<file path="config.mk">
export PLATFORM = sky130hd
export DESIGN_NAME = vga_sync_monitor
export DESIGN_NICKNAME = d
export VERILOG_FILES = /design/src/rtl/vga_sync_monitor.sv
export SDC_FILE = /design/constraint.sdc
export NUM_CORES = 1
export LEC_CHECK = 0
export ABC_AREA = 0
export CORE_ASPECT_RATIO = 1.5
export CORE_MARGIN = 4
export CORE_UTILIZATION = 45
export DETAILED_ROUTE_END_ITERATION = 7
export PLACE_DENSITY = 0.78
export SYNTH_ARGS = -nofsm -noshare
export SYNTH_HDL_FRONTEND = slang
export SYNTH_SLANG_ARGS = --single-unit
</file>
<file path="constraint.sdc">
create_clock -name iVGA_CLK -period 2.4 [get_ports iVGA_CLK]
set_input_delay 0.48 -clock iVGA_CLK [delete_from_list [all_inputs] [get_ports iVGA_CLK]]
set_output_delay 0.48 -clock iVGA_CLK [all_outputs]
set_load 0.01 [all_outputs]
</file>
<file path="src/rtl/vga_sync_monitor.sv">
// VGA sync monitor: checks line/frame/active-window timing, tracks lock and captures pixels.
// Define VGA_MON_CRC_EN to add a per-frame CRC-16-CCITT over active pixels.
module vga_sync_monitor #(
    parameter int H_TOTAL     = 800,
    parameter int H_ACTIVE    = 640,
    parameter int V_TOTAL     = 525,
    parameter int V_ACTIVE    = 480,
    parameter int LOCK_FRAMES = 2
) (
    input  logic        iVGA_CLK,
    input  logic        reset,
    input  logic        iHS,
    input  logic        iVS,
    input  logic        iBLANK_n,
    input  logic [7:0]  r_in,
    input  logic [7:0]  g_in,
    input  logic [7:0]  b_in,
    input  logic        err_clr,
    output logic [9:0]  pixel_x,
    output logic [8:0]  pixel_y,
    output logic        pixel_valid,
    output logic [23:0] pixel_rgb,
    output logic        locked,
    output logic        frame_done,
    output logic        lost_lock,
    output logic        err_h,
    output logic        err_v,
    output logic        err_act,
    output logic [15:0] frame_crc
);
    localparam logic [1:0]  ST_SEARCH  = 2'd0;
    localparam logic [1:0]  ST_TRACK   = 2'd1;
    localparam logic [1:0]  ST_LOCKED  = 2'd2;
    localparam logic [10:0] H_TOTAL_C  = 11'(H_TOTAL);
    localparam logic [10:0] H_ACTIVE_C = 11'(H_ACTIVE);
    localparam logic [9:0]  V_TOTAL_C  = 10'(V_TOTAL);
    localparam logic [8:0]  V_ACTIVE_C = 9'(V_ACTIVE);
    localparam logic [7:0]  LOCK_C     = 8'(LOCK_FRAMES);

    logic        hs_q, vs_q, blank_q;
    logic [10:0] clk_cnt_q, clk_cnt_d;
    logic [9:0]  line_cnt_q, line_cnt_d;
    logic [9:0]  pixel_x_q, pixel_x_d;
    logic [8:0]  pixel_y_q, pixel_y_d;
    logic        pixel_valid_q;
    logic [23:0] pixel_rgb_q;
    logic [1:0]  state_q, state_d;
    logic [7:0]  good_cnt_q, good_cnt_d;
    logic        frame_err_q, frame_err_d;
    logic        h_armed_q, h_armed_d;
    logic        frame_done_q, frame_done_d;
    logic        lost_lock_q, lost_lock_d;
    logic        err_h_q, err_h_d, err_v_q, err_v_d, err_act_q, err_act_d;
    logic        line_start, frame_start, blank_rise, blank_fall, tracking;
    logic        ev_h, ev_v, ev_act, ev_any;

    always_comb begin
        line_start  = hs_q & ~iHS;
        frame_start = vs_q & ~iVS;
        blank_rise  = ~blank_q & iBLANK_n;
        blank_fall  = blank_q & ~iBLANK_n;
        tracking    = (state_q != ST_SEARCH);

        // The first line start seen while tracking only arms the line-length check.
        ev_h   = tracking & h_armed_q & line_start & (clk_cnt_q != H_TOTAL_C);
        ev_v   = tracking & frame_start & (line_cnt_q != V_TOTAL_C);
        ev_act = tracking & ((blank_fall & (({1'b0, pixel_x_q} + 11'd1) != H_ACTIVE_C))
                           | (frame_start & (pixel_y_q != V_ACTIVE_C)));
        ev_any = ev_h | ev_v | ev_act;

        clk_cnt_d = line_start ? 11'd1 :
                    ((clk_cnt_q == 11'h7FF) ? clk_cnt_q : clk_cnt_q + 11'd1);
        if (frame_start)
            line_cnt_d = line_start ? 10'd1 : 10'd0;
        else if (line_start && (line_cnt_q != 10'h3FF))
            line_cnt_d = line_cnt_q + 10'd1;
        else
            line_cnt_d = line_cnt_q;

        pixel_x_d = blank_rise ? 10'd0 : (iBLANK_n ? pixel_x_q + 10'd1 : pixel_x_q);
        pixel_y_d = frame_start ? 9'd0 : (blank_fall ? pixel_y_q + 9'd1 : pixel_y_q);

        err_h_d   = (err_h_q & ~err_clr) | ev_h;
        err_v_d   = (err_v_q & ~err_clr) | ev_v;
        err_act_d = (err_act_q & ~err_clr) | ev_act;
        h_armed_d = tracking & (h_armed_q | line_start);

        state_d      = state_q;
        good_cnt_d   = good_cnt_q;
        frame_err_d  = frame_err_q;
        lost_lock_d  = 1'b0;
        frame_done_d = frame_start & tracking;
        case (state_q)
            ST_SEARCH: begin
                if (frame_start) begin
                    state_d     = ST_TRACK;
                    good_cnt_d  = 8'd0;
                    frame_err_d = 1'b0;
                end
            end
            ST_TRACK: begin
                if (ev_any)
                    good_cnt_d = 8'd0;
                if (frame_start) begin
                    frame_err_d = 1'b0;
                    if (!ev_any && !frame_err_q) begin
                        good_cnt_d = good_cnt_q + 8'd1;
                        if ((good_cnt_q + 8'd1) >= LOCK_C)
                            state_d = ST_LOCKED;
                    end
                end else if (ev_any) begin
                    frame_err_d = 1'b1;
                end
            end
            ST_LOCKED: begin
                if (ev_any) begin
                    state_d     = ST_SEARCH;
                    lost_lock_d = 1'b1;
                end
            end
            default: state_d = ST_SEARCH;
        endcase
    end

    always_ff @(posedge iVGA_CLK) begin
        if (reset) begin
            hs_q          <= 1'b0;
            vs_q          <= 1'b0;
            blank_q       <= 1'b0;
            clk_cnt_q     <= 11'd0;
            line_cnt_q    <= 10'd0;
            pixel_x_q     <= 10'd0;
            pixel_y_q     <= 9'd0;
            pixel_valid_q <= 1'b0;
            pixel_rgb_q   <= 24'd0;
            state_q       <= ST_SEARCH;
            good_cnt_q    <= 8'd0;
            frame_err_q   <= 1'b0;
            h_armed_q     <= 1'b0;
            frame_done_q  <= 1'b0;
            lost_lock_q   <= 1'b0;
            err_h_q       <= 1'b0;
            err_v_q       <= 1'b0;
            err_act_q     <= 1'b0;
        end else begin
            hs_q          <= iHS;
            vs_q          <= iVS;
            blank_q       <= iBLANK_n;
            clk_cnt_q     <= clk_cnt_d;
            line_cnt_q    <= line_cnt_d;
            pixel_x_q     <= pixel_x_d;
            pixel_y_q     <= pixel_y_d;
            pixel_valid_q <= iBLANK_n;
            pixel_rgb_q   <= {r_in, g_in, b_in};
            state_q       <= state_d;
            good_cnt_q    <= good_cnt_d;
            frame_err_q   <= frame_err_d;
            h_armed_q     <= h_armed_d;
            frame_done_q  <= frame_done_d;
            lost_lock_q   <= lost_lock_d;
            err_h_q       <= err_h_d;
            err_v_q       <= err_v_d;
            err_act_q     <= err_act_d;
        end
    end

`ifdef VGA_MON_CRC_EN
    logic [15:0] crc_q, crc_d, frame_crc_q, frame_crc_d;

    // Bit-serial CCITT step over one 24-bit pixel, MSB first.
    function automatic logic [15:0] crc_step(input logic [15:0] c, input logic [23:0] d);
        logic [15:0] r;
        r = c;
        for (int i = 23; i >= 0; i--)
            r = {r[14:0], 1'b0} ^ (((r[15] ^ d[i]) != 1'b0) ? 16'h1021 : 16'h0000);
        return r;
    endfunction

    always_comb begin
        crc_d = frame_start ? 16'hFFFF : crc_q;
        if (iBLANK_n)
            crc_d = crc_step(crc_d, {r_in, g_in, b_in});
        frame_crc_d = frame_start ? crc_q : frame_crc_q;
    end

    always_ff @(posedge iVGA_CLK) begin
        if (reset) begin
            crc_q       <= 16'hFFFF;
            frame_crc_q <= 16'h0000;
        end else begin
            crc_q       <= crc_d;
            frame_crc_q <= frame_crc_d;
        end
    end

    assign frame_crc = frame_crc_q;
`else
    assign frame_crc = 16'h0000;
`endif

    assign pixel_x     = pixel_x_q;
    assign pixel_y     = pixel_y_q;
    assign pixel_valid = pixel_valid_q;
    assign pixel_rgb   = pixel_rgb_q;
    assign locked      = (state_q == ST_LOCKED);
    assign frame_done  = frame_done_q;
    assign lost_lock   = lost_lock_q;
    assign err_h       = err_h_q;
    assign err_v       = err_v_q;
    assign err_act     = err_act_q;
endmodule

</file>
# Yosys cells after proc, flatten, opt, wreduce, memory -nomap -nowiden
# Index checks and enable logic that the tools add are counted.
# W data, S select, Z words.
# word_totals
output_inout_bits	66
wordCells	105
reg_bits	84
# classes
n_eq_ne	15
add_sub_neg	6
muxes	21
n_reduce_logical	15
n_bitwise	29
order_cmp	1
# ops
operator	n
$mux W8	4
$ne A11 B10 Y1 const B	2
$add A10 B1 Y10 const B	2
$mux W10	2
$ne A10 B10 Y1 const B	2
$and A1 B1 Y1	16
$pmux W8 S2	1
$add A10 B1 Y11 const B	1
$add A11 B1 Y11 const B	1
$eq A11 B11 Y1 const B	1
$mux W2	5
$ne A2 B2 Y1 const B	5
$add A9 B1 Y9 const B	1
$ne A9 B9 Y1 const B	1
$add A8 B1 Y8 const B	1
$ge A8 B2 Y1 const B	1
$reduce_or A2 Y1	4
$mux W1	7
$or A1 B1 Y1	7
$not A1 Y1	6
$pmux W2 S3	1
$reduce_bool A2 Y1	3
$reduce_and A5 Y1	1
$ne A3 B3 Y1 const B	1
other kinds (9)	11

# Depth between registers and ports, before layout
# Gate-level depths: netlist (run 1).
# depth
depth_word	11
depth_mapped	9
ltp_nobuf	8

# Worst setup path after synthesis (run 1)
# Ideal clock, no wire load.
# synth_timing
path_type	reg2reg
startpoint	register pixel_x_q[0], in the netlist pixel_x[0]
endpoint	register frame_err_q
path_stages_with_launch	9
t_arrival_ps	2025
setup_time_ps	135
path_slack_ps	239
period_less_slack_ps	2161
required_ps	2265
cell_sequence	dfxtp_1 > ha_1 > clkbuf_1 > a21o_1 > a311oi_1 > a211oi_1 > or4b_4 > a31oi_1 > a211oi_1
# synth_via
elab_chain_len	8
# synth_lines
element	line	source
from (decl)	43	logic [9:0] pixel_x_q, pixel_x_d;
from (signal assigned)	151	pixel_x_q <= pixel_x_d;
$add A10 B1 Y11	67	ev_act = tracking & ((blank_fall & (({1'b0, pixel_x_q} + 11'd1) != H_ACTIVE_C))
$ne A11 B10 Y1	67	
$and A1 B1 Y1	67	
$or A1 B1 Y1	68	| (frame_start & (pixel_y_q != V_ACTIVE_C)));
$and A1 B1 Y1	67	
$or A1 B1 Y1	69	ev_any = ev_h | ev_v | ev_act;
$ne A3 B3 Y1 (no source line)	-	
$reduce_and A3 Y1 (no source line)	-	
to (signal assigned)	157	frame_err_q <= frame_err_d;
to (decl)	49	logic frame_err_q, frame_err_d;
# Every way passes these cells.
# A chain may end at the register's enable or synchronous reset.

# Final worst setup path (run 1)
# layout_timing
startpoint	register pixel_x_q[1], in the netlist pixel_x[1]
endpoint	register frame_err_q
# The elaborated chain is that of the path after synthesis.

==> results of run 1 <==
==> worst reg2reg max path, stage by stage, from the launching register on <==
cell and delay [ps]:
dfxtp_1 370, ha_1 320, a21o_1 190, a311oi_1 290, a211oi_1 110, or4b_4 560, a31oi_1 180, a211oi_1 70
==> power by group through the flow <==
stage / Clock, W / Sequential [W] / Combinational (W)
2_1_floorplan: 0 / 0.00149 / 0.000123
3_3_place_gp: 0 / 0.00148 / 0.000243
3_5_place_dp: 0 / 0.00148 / 0.000248
4_1_cts: 0.00134 / 0.00145 / 0.000250
5_1_grt: 0.00140 / 0.00145 / 0.000271
6_report: 0.00131 / 0.00145 / 0.000249
==> final cells by class <==
cell class	count	area, um2	share of cell area
Timing Repair Buffer	100	948	0.192
Tap cell	105	131	0.0266
Multi-Input combinational cell	294	1840	0.373
Clock buffer	14	244	0.0494
Clock inverter	2	35.0	0.00709
Sequential cell	84	1680	0.341
Inverter	15	56.3	0.0114
==> flip-flops by register name (all words and copies together) (netlist names) <==
register     flops
err_act          1
clk_cnt_q       11
lost_lock        1
pixel_y          9
err_h            1
pixel_x         10
h_armed_q        1
pixel_rgb       24
hs_q             1
good_cnt_q       8
state_q          2
err_v            1
line_cnt_q      10
frame_done       1
frame_err_q      1
pixel_valid      1
vs_q             1
==> layout by cell type (no fill, tap or decap), types with 4 or more instances in the layout <==
master | netlist | routed
and3_1 | 8 | 8
inv_1 | 15 | 15
nand2_1 | 26 | 26
conb_1 | 1 | 16
clkbuf_1 | 10 | 5
xor2_1 | 22 | 22
ha_1 | 9 | 9
mux2i_1 | 6 | 6
or2_2 | 4 | 4
nor3_1 | 6 | 6
nor2_1 | 46 | 46
a31oi_1 | 9 | 9
buf_4 | 17 | 21
clkdlybuf4s50_1 | 0 | 79
nand2b_1 | 4 | 4
a21oi_1 | 13 | 13
nand4_1 | 19 | 19
xnor2_1 | 9 | 9
or3_1 | 4 | 4
and4_1 | 7 | 7
nand3_1 | 12 | 12
clkbuf_16 | 0 | 9
a211oi_1 | 4 | 4
nor2b_1 | 32 | 32
o21ai_0 | 5 | 5
dfxtp_1 | 84 | 84
==> kinds of logic after synthesis <==
kind of cell    share of synthesized area
compound gates                     0.0945
xor+xnor                           0.0732
fa+ha+maj                          0.0304
buf+inv                            0.0648
flops                               0.454
mux                                0.0162
other cells                       0.00101
simple gates                        0.266
==> metal layers <==
layer / share of wire / vias to the layer above / routed length, um
met1: 0.37 / 1500 / 3150
met5: 0 / - / 0
met2: 0.58 / 72 / 4930
li1: - / 1578 / -
met3: 0.032 / 8 / 269
met4: 0.018 / 0 / 157
==> synth_stat cells (all sizes together), types with 2 or more instances <==
cell,n
and4,7
nor4b,3
xor2,22
a21oi,13
nor2,46
o21ai,5
and3,8
a22oi,2
a311oi,2
xnor2,9
ha,9
clkbuf,10
nand2b,4
o211ai,2
a21o,2
nand4,19
inv,15
or3,4
nand2,26
or2,4
o22ai,2
buf,21
nor4,3
a31oi,10
dfxtp,84
nor2b,32
or4b,3
nor3,7
mux2i,6
a211oi,5
nand3,12
==> how the worst max path moves through the flow <==
stage	cells past startpoint	from	endpoint
floorplan	8	pixel_x[0]	frame_err_q
global placement	7	iHS	frame_err_q
detailed placement	7	iHS	frame_err_q
CTS	8	pixel_x[1]	good_cnt_q[4]
global route	8	pixel_x[1]	good_cnt_q[0]
finish	7	pixel_x[1]	frame_err_q
==> metrics by stage <==
stage | hold slack, ps | cell area, um2 | utilization
2_1_floorplan | 464 | 3760 | -
4_1_cts | 474 | 4930 | 0.616
3_3_place_gp | 468 | 4650 | 0.581
3_5_place_dp | 465 | 4650 | 0.581
5_1_grt | 513 | 4940 | 0.617
6_report | 469 | 4940 | 0.617
==> run_summary.xml, run 1 <==
<?xml version="1.0" encoding="UTF-8"?>
<metrics>
  <group name="placement">
    <metric name="post-dp-hpwl" unit="um">6350</metric>
    <metric name="placement.setup.worst_slack" unit="ps">25.9</metric>
    <metric name="gp_congestion" unit="">0.815</metric>
    <metric name="placed_cells" unit="">597</metric>
    <metric name="portBuffers" unit="">79</metric>
  </group>
  <group name="floorplan">
    <metric name="fp.dieW" unit="um">82.1</metric>
    <metric name="floorplan.initialDensity" unit="">0.463</metric>
    <metric name="num_rows" unit="">40</metric>
    <metric name="floorplan.die.height" unit="um">119</metric>
    <metric name="ios" unit="">96</metric>
    <metric name="floorplan.core_area" unit="mm2">0.00801</metric>
    <metric name="floorplan.die_area" unit="mm2">0.00978</metric>
  </group>
  <group name="timing">
    <metric name="timing_worst_slew_pin_value" unit="ps">467</metric>
    <metric name="setup-violations-final" unit="">0</metric>
    <metric name="fin_ws" unit="ps">191</metric>
    <metric name="rsz_0062_raised_after_global_routing" unit="">false</metric>
    <metric name="layout_min_cycle_time" unit="ps">2210</metric>
    <metric name="slew_headroom" unit="">0.681</metric>
    <metric name="finalHoldViolCount" unit="">0</metric>
    <metric name="slew_violations" unit="">0</metric>
    <metric name="setup_total_negative_slack" unit="ps">0</metric>
    <metric name="max_freq" unit="MHz">453</metric>
    <metric name="clock_skew" unit="ps">3.73</metric>
    <metric name="final_min_period_over_clock_period" unit="">0.920</metric>
  </group>
  <group name="setup_path">
    <metric name="critical_path.max_fanout" unit="">9</metric>
    <metric name="crit_type" unit="">flop to flop</metric>
    <metric name="worst-endpoint-arrival" unit="ps">2420</metric>
    <metric name="crit_family" unit="">compound AO/OA/AOI/OAI gates</metric>
    <metric name="timing.critical_path.mode_cell" unit="">a211oi_1</metric>
    <metric name="crit_end_element" unit="">flop</metric>
    <metric name="worst_r2r_endpoint" unit="">frame_err_q</metric>
    <metric name="worstSetupStartpointType" unit="">flop</metric>
    <metric name="regToRegSetupSlack" unit="ps">190</metric>
    <metric name="timing.critical_path.required" unit="ps">2610</metric>
    <metric name="crit_chain" unit="">ha_1, a21o_1, a311oi_1, a211oi_1, or4b_4, a31oi_1, a211oi_1</metric>
    <metric name="worst-r2r-cell-count" unit="">7</metric>
    <metric name="critical_path_buf_inv_count" unit="">0</metric>
    <metric name="regToRegStartpoint" unit="">pixel_x[1]</metric>
    <metric name="worst_path_max_delay_cell" unit="">or4b_4</metric>
    <metric name="critical-path-max-stage-delay" unit="ps">560</metric>
  </group>
  <group name="clock_network">
    <metric name="cts.hold.buffers_added" unit="">0</metric>
    <metric name="numClockSinks" unit="">84</metric>
    <metric name="cts_buffers" unit="">9</metric>
    <metric name="insertion_delay_of_the_later_clocked_pin_in_the_worst_skew_pair" unit="ps">330</metric>
    <metric name="cts_max_path_buffers" unit="">2</metric>
    <metric name="postCtsSetupBuffers" unit="">0</metric>
    <metric name="htree_levels" unit="">3</metric>
    <metric name="clkSlewWorstSetupHoldPaths" unit="ps">60</metric>
    <metric name="tritoncts_clock_tree" unit="">built</metric>
    <metric name="cts_repair_resize_count" unit="">0</metric>
    <metric name="cts_root_buf" unit="">clkbuf_16</metric>
  </group>
  <group name="min_path">
    <metric name="hold_worst_path_end" unit="">err_act</metric>
    <metric name="whs_path_depth" unit="">2</metric>
    <metric name="holdCritPathClass" unit="">flop to flop</metric>
    <metric name="timing.hold.worst.start" unit="">err_act</metric>
  </group>
  <group name="finish">
    <metric name="drive_gt1_frac" unit="">0.0884</metric>
    <metric name="fillCellCount" unit="">692</metric>
    <metric name="antenna-diode-count" unit="">0</metric>
    <metric name="area_delta_synth_final" unit="%">33.2</metric>
    <metric name="nets" unit="">543</metric>
    <metric name="final-instance-count-excl-fill" unit="">614</metric>
  </group>
  <group name="logic_synthesis">
    <metric name="synthesis.instances" unit="">409</metric>
    <metric name="synth.top_cell.area_share" unit="">0.454</metric>
    <metric name="dominantRegCellSynth" unit="">dfxtp_1</metric>
    <metric name="synth-async-reset-ratio" unit="">0</metric>
    <metric name="avgSynthCellArea" unit="um2">9.06</metric>
    <metric name="synth_top_cells_by_area" unit="">dfxtp_1 (45%), nor2b_1 (5.4%), xor2_1 (5.2%)</metric>
    <metric name="netlist_area" unit="mm2">0.00371</metric>
    <metric name="synth.yosys.warnings" unit="">0</metric>
    <metric name="synth_enable_flop_cells" unit="">0</metric>
    <metric name="synth_seq_cells" unit="">84</metric>
    <metric name="yosysUniqueCellTypes" unit="">52</metric>
    <metric name="seq_area_frac_synth" unit="">0.454</metric>
    <metric name="post-synth-top-area-cell" unit="">dfxtp_1</metric>
  </group>
  <group name="pwr">
    <metric name="power.sequential.fraction" unit="">0.482</metric>
    <metric name="vdd_ir_drop_max" unit="uV">496</metric>
    <metric name="power_switching" unit="W">0.000633</metric>
    <metric name="power.clock.fraction" unit="">0.435</metric>
    <metric name="power_report.internal_total" unit="W">0.00237</metric>
    <metric name="combPwrFrac" unit="">0.083</metric>
    <metric name="leakagePower" unit="nW">1.86</metric>
    <metric name="power.density_cell_area" unit="mW/mm2">608</metric>
    <metric name="switching_share" unit="">0.211</metric>
    <metric name="power.total" unit="W">0.00300</metric>
  </group>
  <group name="global_route">
    <metric name="grt.busiest_layer" unit="">met2</metric>
    <metric name="global_routing_met1_resource_utilization" unit="">0.199</metric>
    <metric name="globalRouteMet3Util" unit="">0.0408</metric>
    <metric name="grt_overflow_total" unit="">0</metric>
    <metric name="grt_use_met2" unit="">0.326</metric>
    <metric name="grt_use_total" unit="">0.183</metric>
    <metric name="grt_first_pass_wirelength" unit="um">13900</metric>
    <metric name="grt_pass1_vias" unit="">3072</metric>
    <metric name="initial_antenna_violation_count" unit="">0</metric>
    <metric name="grt_start_max_net_pins" unit="">28</metric>
  </group>
  <group name="run_status">
    <metric name="outcome" unit="">finished clean</metric>
  </group>
  <group name="drt">
    <metric name="route.final.wire_length" unit="um">8510</metric>
    <metric name="drt_first_pass_iters" unit="">4</metric>
    <metric name="wl_per_cell" unit="um">13.9</metric>
    <metric name="route.vias.total" unit="">3158</metric>
    <metric name="ant_nets" unit="">0</metric>
    <metric name="drt_drc_violations_left" unit="">0</metric>
    <metric name="dr.first_iter.drc_count" unit="">219</metric>
    <metric name="routed_via_density" unit="">5.14</metric>
  </group>
  <group name="flow_run">
    <metric name="cap_violations" unit="">0</metric>
  </group>
</metrics>
(Power assumes the default switching activity.)
==> run 2, diff against run 1 <==
==> constraint.sdc (replaced) <==
create_clock -name iVGA_CLK -period 2.7 [get_ports iVGA_CLK]
set_input_delay 0.54 -clock iVGA_CLK [delete_from_list [all_inputs] [get_ports iVGA_CLK]]
set_output_delay 0.54 -clock iVGA_CLK [all_outputs]
set_load 0.1 [all_outputs]
==> run 2 against run 1 <==
Effect of this change:
- wire length is 2.7% lower
- critical path depth is 1 higher
- worst hold slack better by 3.5 ps
- via count is 1.7% lower
- clock skew is 2.8 ps higher
- core utilization is 2.8 points lower
- sequential power is 11% lower
- non-clock buffer count is 12 lower
- clock power is 16% lower
- critical endpoint unchanged
- largest power group unchanged
==> run_summary.xml, run 2 (synthesis results as in run 1) <==
<?xml version="1.0" encoding="UTF-8"?>
<metrics>
  <group name="floorplan">
    <metric name="num_rows" unit="">40</metric>
    <metric name="floorplan.initialDensity" unit="">0.463</metric>
    <metric name="floorplan.die_area" unit="mm2">0.00978</metric>
    <metric name="floorplan.core_area" unit="mm2">0.00801</metric>
    <metric name="floorplan.die.height" unit="um">119</metric>
    <metric name="ios" unit="">96</metric>
    <metric name="fp.dieW" unit="um">82.1</metric>
  </group>
  <group name="global_route">
    <metric name="grt_first_pass_wirelength" unit="um">13700</metric>
    <metric name="grt_pass1_vias" unit="">2887</metric>
    <metric name="grt_overflow_total" unit="">0</metric>
    <metric name="grt_start_max_net_pins" unit="">27</metric>
    <metric name="initial_antenna_violation_count" unit="">0</metric>
    <metric name="grt_use_total" unit="">0.178</metric>
  </group>
  <group name="finish">
    <metric name="largest_register_ff_count" unit="">24</metric>
    <metric name="nets" unit="">531</metric>
    <metric name="fin_util" unit="">0.589</metric>
    <metric name="antenna-diode-count" unit="">0</metric>
    <metric name="most_common_cell_after_layout_fill_and_taps_aside" unit="">dfxtp_1</metric>
    <metric name="final-instance-count-excl-fill" unit="">601</metric>
    <metric name="final_cell_mix" unit="">dfxtp_1 (82), buf_4 (59), nor2_1 (46), nor2b_1 (32), clkdlybuf4s50_1 (29)</metric>
    <metric name="area_delta_synth_final" unit="%">27.2</metric>
    <metric name="drive_gt1_frac" unit="">0.179</metric>
  </group>
  <group name="drt">
    <metric name="routed_via_density" unit="">5.17</metric>
    <metric name="drt_first_pass_iters" unit="">4</metric>
    <metric name="route.final.wire_length" unit="um">8280</metric>
    <metric name="drt_drc_violations_left" unit="">0</metric>
    <metric name="wl_per_cell" unit="um">13.8</metric>
    <metric name="dr.first_iter.drc_count" unit="">214</metric>
    <metric name="route.vias.total" unit="">3105</metric>
    <metric name="ant_nets" unit="">0</metric>
  </group>
  <group name="timing">
    <metric name="final_min_period_over_clock_period" unit="">0.841</metric>
    <metric name="max_freq" unit="MHz">440</metric>
    <metric name="rsz_0062_raised_after_global_routing" unit="">false</metric>
    <metric name="setup-violations-final" unit="">0</metric>
    <metric name="finalHoldViolCount" unit="">0</metric>
    <metric name="clock_skew" unit="ps">6.54</metric>
    <metric name="layout_min_cycle_time" unit="ps">2270</metric>
    <metric name="whs" unit="ps">473</metric>
    <metric name="slew_violations" unit="">0</metric>
    <metric name="setup_total_negative_slack" unit="ps">0</metric>
  </group>
  <group name="setup_path">
    <metric name="crit_end_element" unit="">flop</metric>
    <metric name="regToRegSetupSlack" unit="ps">430</metric>
    <metric name="timing.critical_path.required" unit="ps">2920</metric>
    <metric name="worstSetupStartpointType" unit="">flop</metric>
    <metric name="critical_path.max_fanout" unit="">4</metric>
    <metric name="crit_chain" unit="">inv_1, ha_1, nor4b_1, nand4_1, a2bb2oi_1, or4b_4, a31oi_1, a211oi_1</metric>
    <metric name="critical_path_buf_inv_count" unit="">1</metric>
    <metric name="worst_path_max_delay_cell" unit="">or4b_4</metric>
    <metric name="crit_family" unit="">simple AND/OR/NAND/NOR gates</metric>
    <metric name="critical-path-max-stage-delay" unit="ps">530</metric>
    <metric name="crit_type" unit="">flop to flop</metric>
    <metric name="worst-endpoint-arrival" unit="ps">2490</metric>
  </group>
  <group name="pwr">
    <metric name="power.total" unit="W">0.00284</metric>
    <metric name="power.density_cell_area" unit="mW/mm2">602</metric>
    <metric name="leakagePower" unit="nW">1.89</metric>
    <metric name="vdd_ir_drop_max" unit="uV">450</metric>
  </group>
  <group name="clock_network">
    <metric name="cts_root_buf" unit="">clkbuf_16</metric>
    <metric name="cts_repair_resize_count" unit="">0</metric>
    <metric name="cts_buffers" unit="">9</metric>
    <metric name="tritoncts_clock_tree" unit="">built</metric>
    <metric name="cts.hold.buffers_added" unit="">0</metric>
    <metric name="clkSlewWorstSetupHoldPaths" unit="ps">60</metric>
    <metric name="numClockSinks" unit="">84</metric>
    <metric name="insertion_delay_of_the_later_clocked_pin_in_the_worst_skew_pair" unit="ps">340</metric>
    <metric name="htree_levels" unit="">3</metric>
    <metric name="postCtsSetupBuffers" unit="">0</metric>
    <metric name="cts_max_path_buffers" unit="">2</metric>
  </group>
  <group name="min_path">
    <metric name="holdCritPathClass" unit="">flop to flop</metric>
  </group>
  <group name="placement">
    <metric name="post-dp-hpwl" unit="um">6080</metric>
    <metric name="gp_congestion" unit="">0.830</metric>
    <metric name="placed_cells" unit="">586</metric>
    <metric name="portBuffers" unit="">79</metric>
  </group>
  <group name="run_status">
    <metric name="outcome" unit="">finished clean</metric>
  </group>
  <group name="flow_run">
    <metric name="cap_violations" unit="">0</metric>
  </group>
</metrics>
-- run 2: final timing paths --
kind	start	endpoint	depth (start not counted)
worst max-delay path	clk_cnt_q[0]	frame_err_q	8
worst min-delay path	err_act	err_act	2
worst max register to register	clk_cnt_q[0]	frame_err_q	8
worst min register to register	err_act	err_act	2
-- run 2: cell type report --
class | count | area (um2)
flip-flops and latches | 84 | 1680
inverters | 15 | 56.3
multi-input cells | 294 | 1840
clock inverters | 5 | 28.8
well taps | 105 | 131
fillers | 710 | 3290
repair buffers | 88 | 733
clock buffers | 10 | 239
-- run 2: per-layer routing --
metal  GRT usage  share of wire  vias up
li1            -              -     1549
met5           0              0        -
met4      0.0728          0.021        0
met3      0.0280          0.040       17
met1       0.209           0.38     1454
met2       0.311           0.56       85
-- run 2: power breakdown --
group | total (W) | internal [W] | switching, W | leakage, nW
registers | 0.00129 | 0.00127 | 0.0000191 | 0.686
logic | 0.000448 | 0.000108 | 0.000341 | 1.07
clock network | 0.00110 | 0.000637 | 0.000464 | 0.138
-- run 2: per-stage QoR --
stage	area, um2	setup slack [ps]
finish	4710	429
global route	4710	209
CTS	4710	423
detailed placement	4450	204
global placement	4450	270
floorplan	3770	88.1
-- run 2: tightest hold or removal path, cell delays in order, from the launching register on --
cell     delay, ps
dfxtp_1        310
nand2_1         60
a21oi_1         60
